$ cat config.mk
export PLATFORM = sky130hd
export DESIGN_NAME = wb_result_buffer
export DESIGN_NICKNAME = d
export VERILOG_FILES = /design/src/rtl/wb_result_buffer.sv
export SDC_FILE = /design/constraint.sdc
export NUM_CORES = 1
export LEC_CHECK = 0
export ABC_AREA = 0
export CAP_MARGIN = 20
export CORE_MARGIN = 1.5
export CORE_UTILIZATION = 54
export DETAILED_ROUTE_END_ITERATION = 10
export PLACE_DENSITY = 0.79
export SLEW_MARGIN = 20
export SYNTH_ARGS = -nofsm -noshare
export SYNTH_HDL_FRONTEND = slang
export SYNTH_SLANG_ARGS = --single-unit
$ cat constraint.sdc
create_clock -name i_clk -period 2.75 [get_ports i_clk]
set_clock_uncertainty 0.2 [all_clocks]
set_input_delay 0.55 -clock i_clk [delete_from_list [all_inputs] [get_ports i_clk]]
set_output_delay 0.55 -clock i_clk [all_outputs]
set_load 0.01 [all_outputs]
$ cat src/rtl/wb_result_buffer.sv
// In-order result queue between a variable-latency unit and writeback; WB_RESULT_BUFFER_BYPASS_EN adds same-cycle offer.
// Latency: 1 cycle push-to-wb_done (0 with bypass when empty); ack pops the head entry.
// Backpressure: result_ready drops at DEPTH entries; a result pushed while not ready is dropped and flags overflow_err.
module wb_result_buffer #(
  parameter int DEPTH      = 4,
  parameter int DATA_WIDTH = 32,
  parameter int ID_WIDTH   = 3
) (
  input  logic                     i_clk,
  input  logic                     i_rst,
  input  logic                     i_flush,
  input  logic                     i_result_valid,
  input  logic [ID_WIDTH-1:0]      i_result_id,
  input  logic [DATA_WIDTH-1:0]    i_result_data,
  output logic                     o_result_ready,
  output logic                     o_wb_done,
  output logic [ID_WIDTH-1:0]      o_wb_id,
  output logic [DATA_WIDTH-1:0]    o_wb_rd,
  input  logic                     i_wb_ack,
  output logic [$clog2(DEPTH):0]   o_occupancy,
  output logic                     o_overflow_err
);

  localparam int AW = $clog2(DEPTH);
  localparam int CW = AW + 1;
  localparam logic [CW-1:0] FULL = CW'(DEPTH);

  typedef struct packed {
    logic [ID_WIDTH-1:0]   id;
    logic [DATA_WIDTH-1:0] rd;
  } entry_t;

  entry_t          r_mem [DEPTH];
  logic [AW-1:0]   r_wr_ptr;
  logic [AW-1:0]   r_rd_ptr;
  logic [CW-1:0]   r_count;
  logic            r_overflow;

  entry_t          w_head;
  entry_t          w_in;
  logic            w_ready;
  logic            w_not_empty;
  logic            w_push;
  logic            w_pop;

  assign w_head      = r_mem[r_rd_ptr];
  assign w_in        = '{id: i_result_id, rd: i_result_data};
  assign w_ready     = (r_count != FULL);
  assign w_not_empty = (r_count != '0);
  assign w_pop       = i_wb_ack & w_not_empty & ~i_flush;

`ifdef WB_RESULT_BUFFER_BYPASS_EN
  logic w_bypass;

  // An empty buffer forwards the incoming result; it only lands in storage if not acked now.
  assign w_bypass  = ~w_not_empty & i_result_valid;
  assign w_push    = i_result_valid & w_ready & ~i_flush & ~(w_bypass & i_wb_ack);
  assign o_wb_done = w_not_empty | w_bypass;
  assign o_wb_id   = w_bypass ? i_result_id   : w_head.id;
  assign o_wb_rd   = w_bypass ? i_result_data : w_head.rd;
`else
  assign w_push    = i_result_valid & w_ready & ~i_flush;
  assign o_wb_done = w_not_empty;
  assign o_wb_id   = w_head.id;
  assign o_wb_rd   = w_head.rd;
`endif

  assign o_result_ready = w_ready;
  assign o_occupancy    = r_count;
  assign o_overflow_err = r_overflow;

  always_ff @(posedge i_clk) begin
    if (w_push) begin
      r_mem[r_wr_ptr] <= w_in;
    end
  end

  always_ff @(posedge i_clk or negedge i_rst) begin
    if (!i_rst) begin
      r_wr_ptr <= '0;
      r_rd_ptr <= '0;
      r_count  <= '0;
    end else if (i_flush) begin
      r_wr_ptr <= '0;
      r_rd_ptr <= '0;
      r_count  <= '0;
    end else begin
      if (w_push) begin
        r_wr_ptr <= r_wr_ptr + AW'(1);
      end
      if (w_pop) begin
        r_rd_ptr <= r_rd_ptr + AW'(1);
      end
      case ({w_push, w_pop})
        2'b10:   r_count <= r_count + CW'(1);
        2'b01:   r_count <= r_count - CW'(1);
        default: r_count <= r_count;
      endcase
    end
  end

  // Sticky until reset; flush deliberately leaves it alone.
  always_ff @(posedge i_clk or negedge i_rst) begin
    if (!i_rst) begin
      r_overflow <= 1'b0;
    end else if (i_result_valid & ~w_ready) begin
      r_overflow <= 1'b1;
    end
  end

endmodule

== Word-level counts from Yosys, hierarchy flattened ==
Memories as Yosys holds them, arrays and structs flattened.
Cells that the tools add are included.
Cells by class
  add/subtract/negate cells: 4
  eq/ne operators: 3
  muxes and demuxes: 8
  bitwise operators: 7
  reductions and logical operators: 4
Operator list (count)
  $mux W2: 4
  $pmux W3 S2: 1
  $reduce_bool A3 Y1: 2
  $and A1 B1 Y1: 5
  $add A2 B1 Y2 const B: 2
  $reduce_bool A2 Y1: 2
  $add A3 B1 Y3 const B: 1
  $mux W3: 1
  $ne A3 B3 Y1 const B: 1
  $sub A3 B1 Y3 const B: 1
  $eq A2 B1 Y1 const B: 1
  $eq A2 B2 Y1 const B: 1
  $mux W1: 2
  $not A1 Y1: 2
Storage, ports and cells
  flip-flop bits (word level): 8
  RAM bits: 140
  input bits: 40
  output and inout port bits: 41
  word-level logic and storage cells: 31
  memories: 1
Memories
  r_mem: depth 4, bits a word 35, read ports 1, clocked after Yosys merged registers in 0, write ports 1, line 33  | entry_t r_mem [DEPTH];

== Logic depth before layout (Yosys ltp) ==
Gate-level depths: netlist of the first run.
  word-level depth: 6
  gate-level depth with buffers: 8

== Least setup slack after synthesis of the first run ==
No wires, ideal clock.
  path kind: in2reg
  start point: input port i_result_valid
  end point: memory r_mem[2][0] (netlist bit), enable pin
  data arrival time: 1.949 ns
  data required time: 2.155 ns
  path slack: 0.206 ns
  stages: 4
  cells stage by stage: buf_2 inv_2 nor3_1 and2_1
Between the ends
  cells in the longest elaborated chain, start to end: 4
Ends and longest elaborated chain
  start: declaration: line 12  | input logic i_result_valid,
  $and A1 B1 Y1 (2 in a row): line 62  | assign w_push = i_result_valid & w_ready & ~i_flush;
  $mux W1: line 73  | if (w_push) begin
  $mux W1 (implied by the code): line 74  | r_mem[r_wr_ptr] <= w_in;
  end: declaration: line 33
No other way between the ends.

== Final worst setup path of the first run ==
  start point: register r_rd_ptr[0]
  end point: output port o_wb_rd[19]
Between the ends
  cells in the longest elaborated chain, start to end: 1
Ends and longest elaborated chain
  start: declaration: line 35  | logic [AW-1:0] r_rd_ptr;
  start signal: assignment: line 92  | r_rd_ptr <= r_rd_ptr + AW'(1);
  $mem_v2 Z4 W35
  end: declaration: line 18  | output logic [DATA_WIDTH-1:0] o_wb_rd,
No other way between the ends.

==> run metrics, run 1 <==
core footprint 10300 sq um; clk buf depth 2; status completed; global-route wire length before repair 16900 um; Worst Hold Class in -> async; Synth Flop Type edfxtp_1; Slew HR 71.5%; #FFs+latches synth 148; worst r2r src o_occupancy[1]; first-pass iteration count of the detailed router 4; Worst Path Arrival 1.94 ns; CTS Buf Count 17; Net Count, Synth 299; Final nets 410; GRT Overall Usage 21.4%; Filler cells 628; min Tclk post-route 2.69 ns; RR Endpoint o_occupancy[1]; DP HPWL 6370 um; reg-to-reg setup timing slack 0.40 ns; layout cells sized above 1 34.7%; Final ANT Viol Nets 0; Area Overhead vs Synth 29.5%; CP max FO 9; Clock Pin Slew Worst Setup and Hold Paths 0.07 ns; Worst Path Required 2.00 ns; Ports 81; Leak 2.48 nW; TritonCTS clock tree built; Mapped Area 5690 sq um; GRT overflow 0; Worst-Margin Slew 0.423 ns; CTS hold repair buffers 0; final core utilization 71.6%; Post-synth EDFFs 140; Post-Route WL 11100 um; root buffer cell clkbuf_8; Rows 37; DRC Markers 0; die area 11200 sq um; max cap viols 0; design area 7360 sq um; GPL Wtd Cong 0.783; Max IR drop VDD 426 uV; worst-skew pair later-pin latency 0.51 ns; Starting Density 55.3%; initial antenna violation count 0; crit path cell chain buf_6 -> buf_16 -> buf_4 -> mux4_2 -> clkbuf_2; distinct cell type count after synthesis 35; clk sinks 148; Hold Fails Final Rpt 0; placed cell count 472; fraction of registers with async set/reset 5.41%; yosys warns 0; crit share post-route 97.8%; vias per inst 5.68; largest net degree at the start of global routing 36; CTS H-tree depth 4; area of the multi-input gates 1180 sq um; cells after synthesis 254; Slew Limit Fails 0; RSZ-0062 raised after global routing yes; vias in the first global route 3010; area leader, netlist edfxtp_1; Area after DPL 6770 sq um; crit-path max cell delay 0.48 ns; chip width 106 um; commonest non-fill, non-tap cell in the layout edfxtp_1; startpoint types register; diode count 0; WS Path Type reg -> out; register area 4410 sq um; Cell Pwr Density 767 nW/um^2; Iter 0 DRT Violations 173; final setup fails 0; worst setup path end o_wb_rd[19]; die height 106 um; via count 2921; top-area cell type share of the netlist area 73.9%; Worst Reg-to-Reg Cells 5; post-route insts no fill 514; Worst path slowest cell mux4_2; commonest cells after routing, fill and taps aside edfxtp_1, clkdlybuf4s50_1, mux4_2, clkbuf_2, clkbuf_16; CP Launch Point r_rd_ptr[0]; Fin Hold WS 0.122 ns; crit end category output port; Max Clock Freq 372 MHz; Port Buffers 80; sequential fraction of the synthesis area 77.5%; top cells by area, synth edfxtp_1, mux4_2, dfrtp_1; WL/cell 21.5 um; Avg Synthesized Cell Area 22.4 sq um
[worst max-delay path, delay by kind of cell, from the launching register on]
kind	cells	cell delay, ns
buf+inv	4	0.53
flops	1	0.40
mux	1	0.48
[worst min path at each step]
stage,cells after the start,endpoint,slack (ns),startpoint
3_3_place_gp,1,o_overflow_err,0.25,o_overflow_err
4_1_cts,1,o_overflow_err,0.11,i_rst
2_1_floorplan,0,o_occupancy[0],0.05,i_rst
3_5_place_dp,1,o_overflow_err,0.25,o_overflow_err
6_report,1,o_overflow_err,0.12,i_rst
5_1_grt,1,o_overflow_err,0.14,i_rst
[routing by layer]
layer	up-vias	part of all wire (%)	GRT usage (%)
met2	112	55	37.0
met1	1528	39	26.9
met4	0	0.81	5.12
met5	-	0	0
li1	1273	-	-
met3	8	5.6	6.37
[logic make-up after synthesis]
kind of cell             Yosys count  synth area share [%]
AND/OR/NAND/NOR                   24                  2.53
buffers and inverters             20                  2.00
adder cells (fa/ha/maj)            5                  1.23
AO/OA/AOI/OAI                     19                  2.44
multiplexers                      35                  13.9
XOR/XNOR                           3                 0.462
flip-flops                       148                  77.5
[cell usage after synthesis, types with 2 or more instances]
master	number
nor2_1	4
mux4_2	35
xor2_1	2
edfxtp_1	140
or3_1	2
o21ai_0	2
buf_6	3
a21o_1	2
dfrtp_1	8
a21oi_1	6
and2_1	4
nand2b_1	3
buf_4	2
nand3b_1	2
clkbuf_1	2
a2111oi_2	2
nand3_1	3
ha_1	4
nor3_1	2
buf_2	7
inv_1	5
[where the power goes]
part           internal (mW)  leakage [nW]  switching (mW)  total [mW]
registers               2.55          1.37          0.0506        2.61
logic                  0.466         0.824           0.367       0.833
clock network           1.25         0.283           0.966        2.21
total                   4.27          2.48            1.38        5.65
[flip-flops by register name, summed over array words and instances (netlist names)]
name / count
o_occupancy: 3
r_mem: 140
r_rd_ptr: 2
r_wr_ptr: 2
o_overflow_err: 1
[per-stage QoR]
stage               total power [mW]  setup WS, ns  setup TNS [ns]
floorplan                       3.07         0.206               0
global placement                3.45         0.241               0
detailed placement              3.47         0.177               0
CTS                             5.69       0.00148               0
global route                    5.84       -0.0122         -0.0293
finish                          5.65        0.0595               0
[layout make-up]
cell class / count / share of cell area (%)
Clock buffer: 17 / 5.62
Clock inverter: 15 / 2.21
Inverter: 6 / 0.306
Multi-Input combinational cell: 86 / 16.0
Sequential cell: 148 / 59.9
Tap cell: 136 / 2.31
Timing Repair Buffer: 106 / 13.6
[timing repair]
item,4_1_cts,5_1_grt
endpoints found under the hold margin,0,0
cloned,1,0
pin swaps,1,0
gates resized for setup,74,38
setup endpoints to repair,36,35
buffers inserted,6,3
(Power assumes the default switching activity.)
==> run 2: changes to the inputs <==
--- a/config.mk
+++ b/config.mk
@@ -7,7 +7,6 @@
 export LEC_CHECK = 0
 export ABC_AREA = 0
 export CAP_MARGIN = 20
-export CORE_MARGIN = 1.5
 export CORE_UTILIZATION = 54
 export DETAILED_ROUTE_END_ITERATION = 10
 export PLACE_DENSITY = 0.79
==> run metrics, run 2 (synthesis results as in run 1) <==
core footprint 10300 sq um; sequential power share 45.3%; Slew Limit Fails 0; GPL Wtd Cong 0.844; Final nets 414; Ports 81; Slew HR 69.1%; worst-skew pair later-pin latency 0.53 ns; commonest cells after routing, fill and taps aside edfxtp_1, clkdlybuf4s50_1, mux4_2, buf_2, clkbuf_16; vias in the first global route 2986; Most common cell on crit path buf_6; WS Path Type reg -> out; combinational share of power 15.2%; Fin Hold WS 0.120 ns; Starting Density 55.3%; CTS H-tree depth 4; Hold Fails Final Rpt 0; placed cell count 474; TritonCTS clock tree built; Area after DPL 6810 sq um; die area 10900 sq um; pre-CTS WS 0.169 ns; RSZ-0062 raised after global routing yes; max cap viols 0; Iter 0 DRT Violations 137; Worst Path Arrival 1.96 ns; vias per inst 5.62; largest net degree at the start of global routing 25; final setup fails 0; commonest non-fill, non-tap cell in the layout edfxtp_1; via count 2907; first-pass iteration count of the detailed router 4; Worst path slowest cell mux4_2; Final ANT Viol Nets 0; Most flops, register r_mem; DP HPWL 6190 um; Worst Hold Class in -> async; Switch Pwr 1.23 mW; startpoint types register; chip width 105 um; switching share of power 21.5%; Max Clock Freq 369 MHz; Final WS setup 0.0422 ns; crit end category output port; Port Buffers 80; Cell Pwr Density 768 nW/um^2; max reg flops 140; Rows 37; crit share post-route 98.5%; Max IR drop VDD 423 uV; internal power 4.51 mW; initial antenna violation count 0; Area Overhead vs Synth 31.5%; min Tclk post-route 2.71 ns; Clk pwr share 39.5%; crit path cell chain buf_6 -> buf_6 -> mux4_2 -> buf_6; DRC Markers 0; crit-path max cell delay 0.53 ns; clk buf depth 2; Buf/Inv on CP 3; CP max FO 7; WL/cell 20.6 um; Clock Pin Slew Worst Setup and Hold Paths 0.06 ns; layout cells sized above 1 34.1%; post-route insts no fill 517; global-route wire length before repair 16500 um; status completed; design area 7480 sq um; Worst Path Required 2.00 ns; die height 105 um; CTS Buf Count 17; clk sinks 148; GRT overflow 0; Final Power 5.74 mW; crit-path leading delay family multiplexers; root buffer cell clkbuf_8; Post-Route WL 10700 um; GRT Overall Usage 21.5%; Leak 2.53 nW; diode count 0; Worst-Margin Slew 0.460 ns
-- run 2: power groups by stage --
stage,registers [mW],clock network (mW),logic (mW)
2_1_floorplan,2.63,0,0.436
3_3_place_gp,2.64,0,0.817
3_5_place_dp,2.64,0,0.824
4_1_cts,2.60,2.30,0.851
5_1_grt,2.61,2.39,0.928
6_report,2.60,2.27,0.870
-- run 2: final cells by class --
cell class              instances  area [sq um]
clock inverters                12           163
repair buffers                110          1110
well taps                     136           170
flip-flops and latches        148          4410
inverters                       6          22.5
multi-input cells              86          1180
fillers                       611          2800
clock buffers                  19           422
-- run 2: through the flow --
| stage | setup TNS [ns] | utilization (%) |
|---|---|---|
| after floorplan | 0 | - |
| after global placement | 0 | 66.2 |
| after detailed placement | 0 | 66.2 |
| after CTS | -0.0804 | 72.2 |
| after global routing | -0.146 | 72.8 |
| final | 0 | 72.8 |
-- run 2: final timing paths --
check | startpoint | end | slack, ns | cells after the start
setup reg to reg | o_occupancy[1] | o_occupancy[1] | 0.47 | 5
setup / recovery | r_rd_ptr[0] | o_wb_rd[8] | 0.04 | 4
min in group i_clk | o_overflow_err | o_overflow_err | 0.30 | 1
hold / removal | i_rst | r_wr_ptr[0] | 0.12 | 1
max in group asynchronous | i_rst | r_rd_ptr[1] | 1.92 | 1
hold reg to reg | o_overflow_err | o_overflow_err | 0.30 | 1
-- run 2: per-layer routing --
metal / wire length [um] / share of wire (%) / vias up / track usage [%]
met2: 5290 / 50 / 107 / 33.4
met3: 617 / 5.8 / 23 / 7.55
li1: - / - / 1284 / -
met5: 0 / 0 / - / 0
met1: 4520 / 42 / 1493 / 27.9
met4: 244 / 2.3 / 0 / 9.05
-- run 2: what timing repair did --
item	CTS	global route
setup buffers	9	2
gates cloned	2	1
hold buffers	0	0
endpoints found under the setup margin	36	34
pin swaps	0	1
endpoints found under the hold margin	0	0
gates resized for setup	123	23
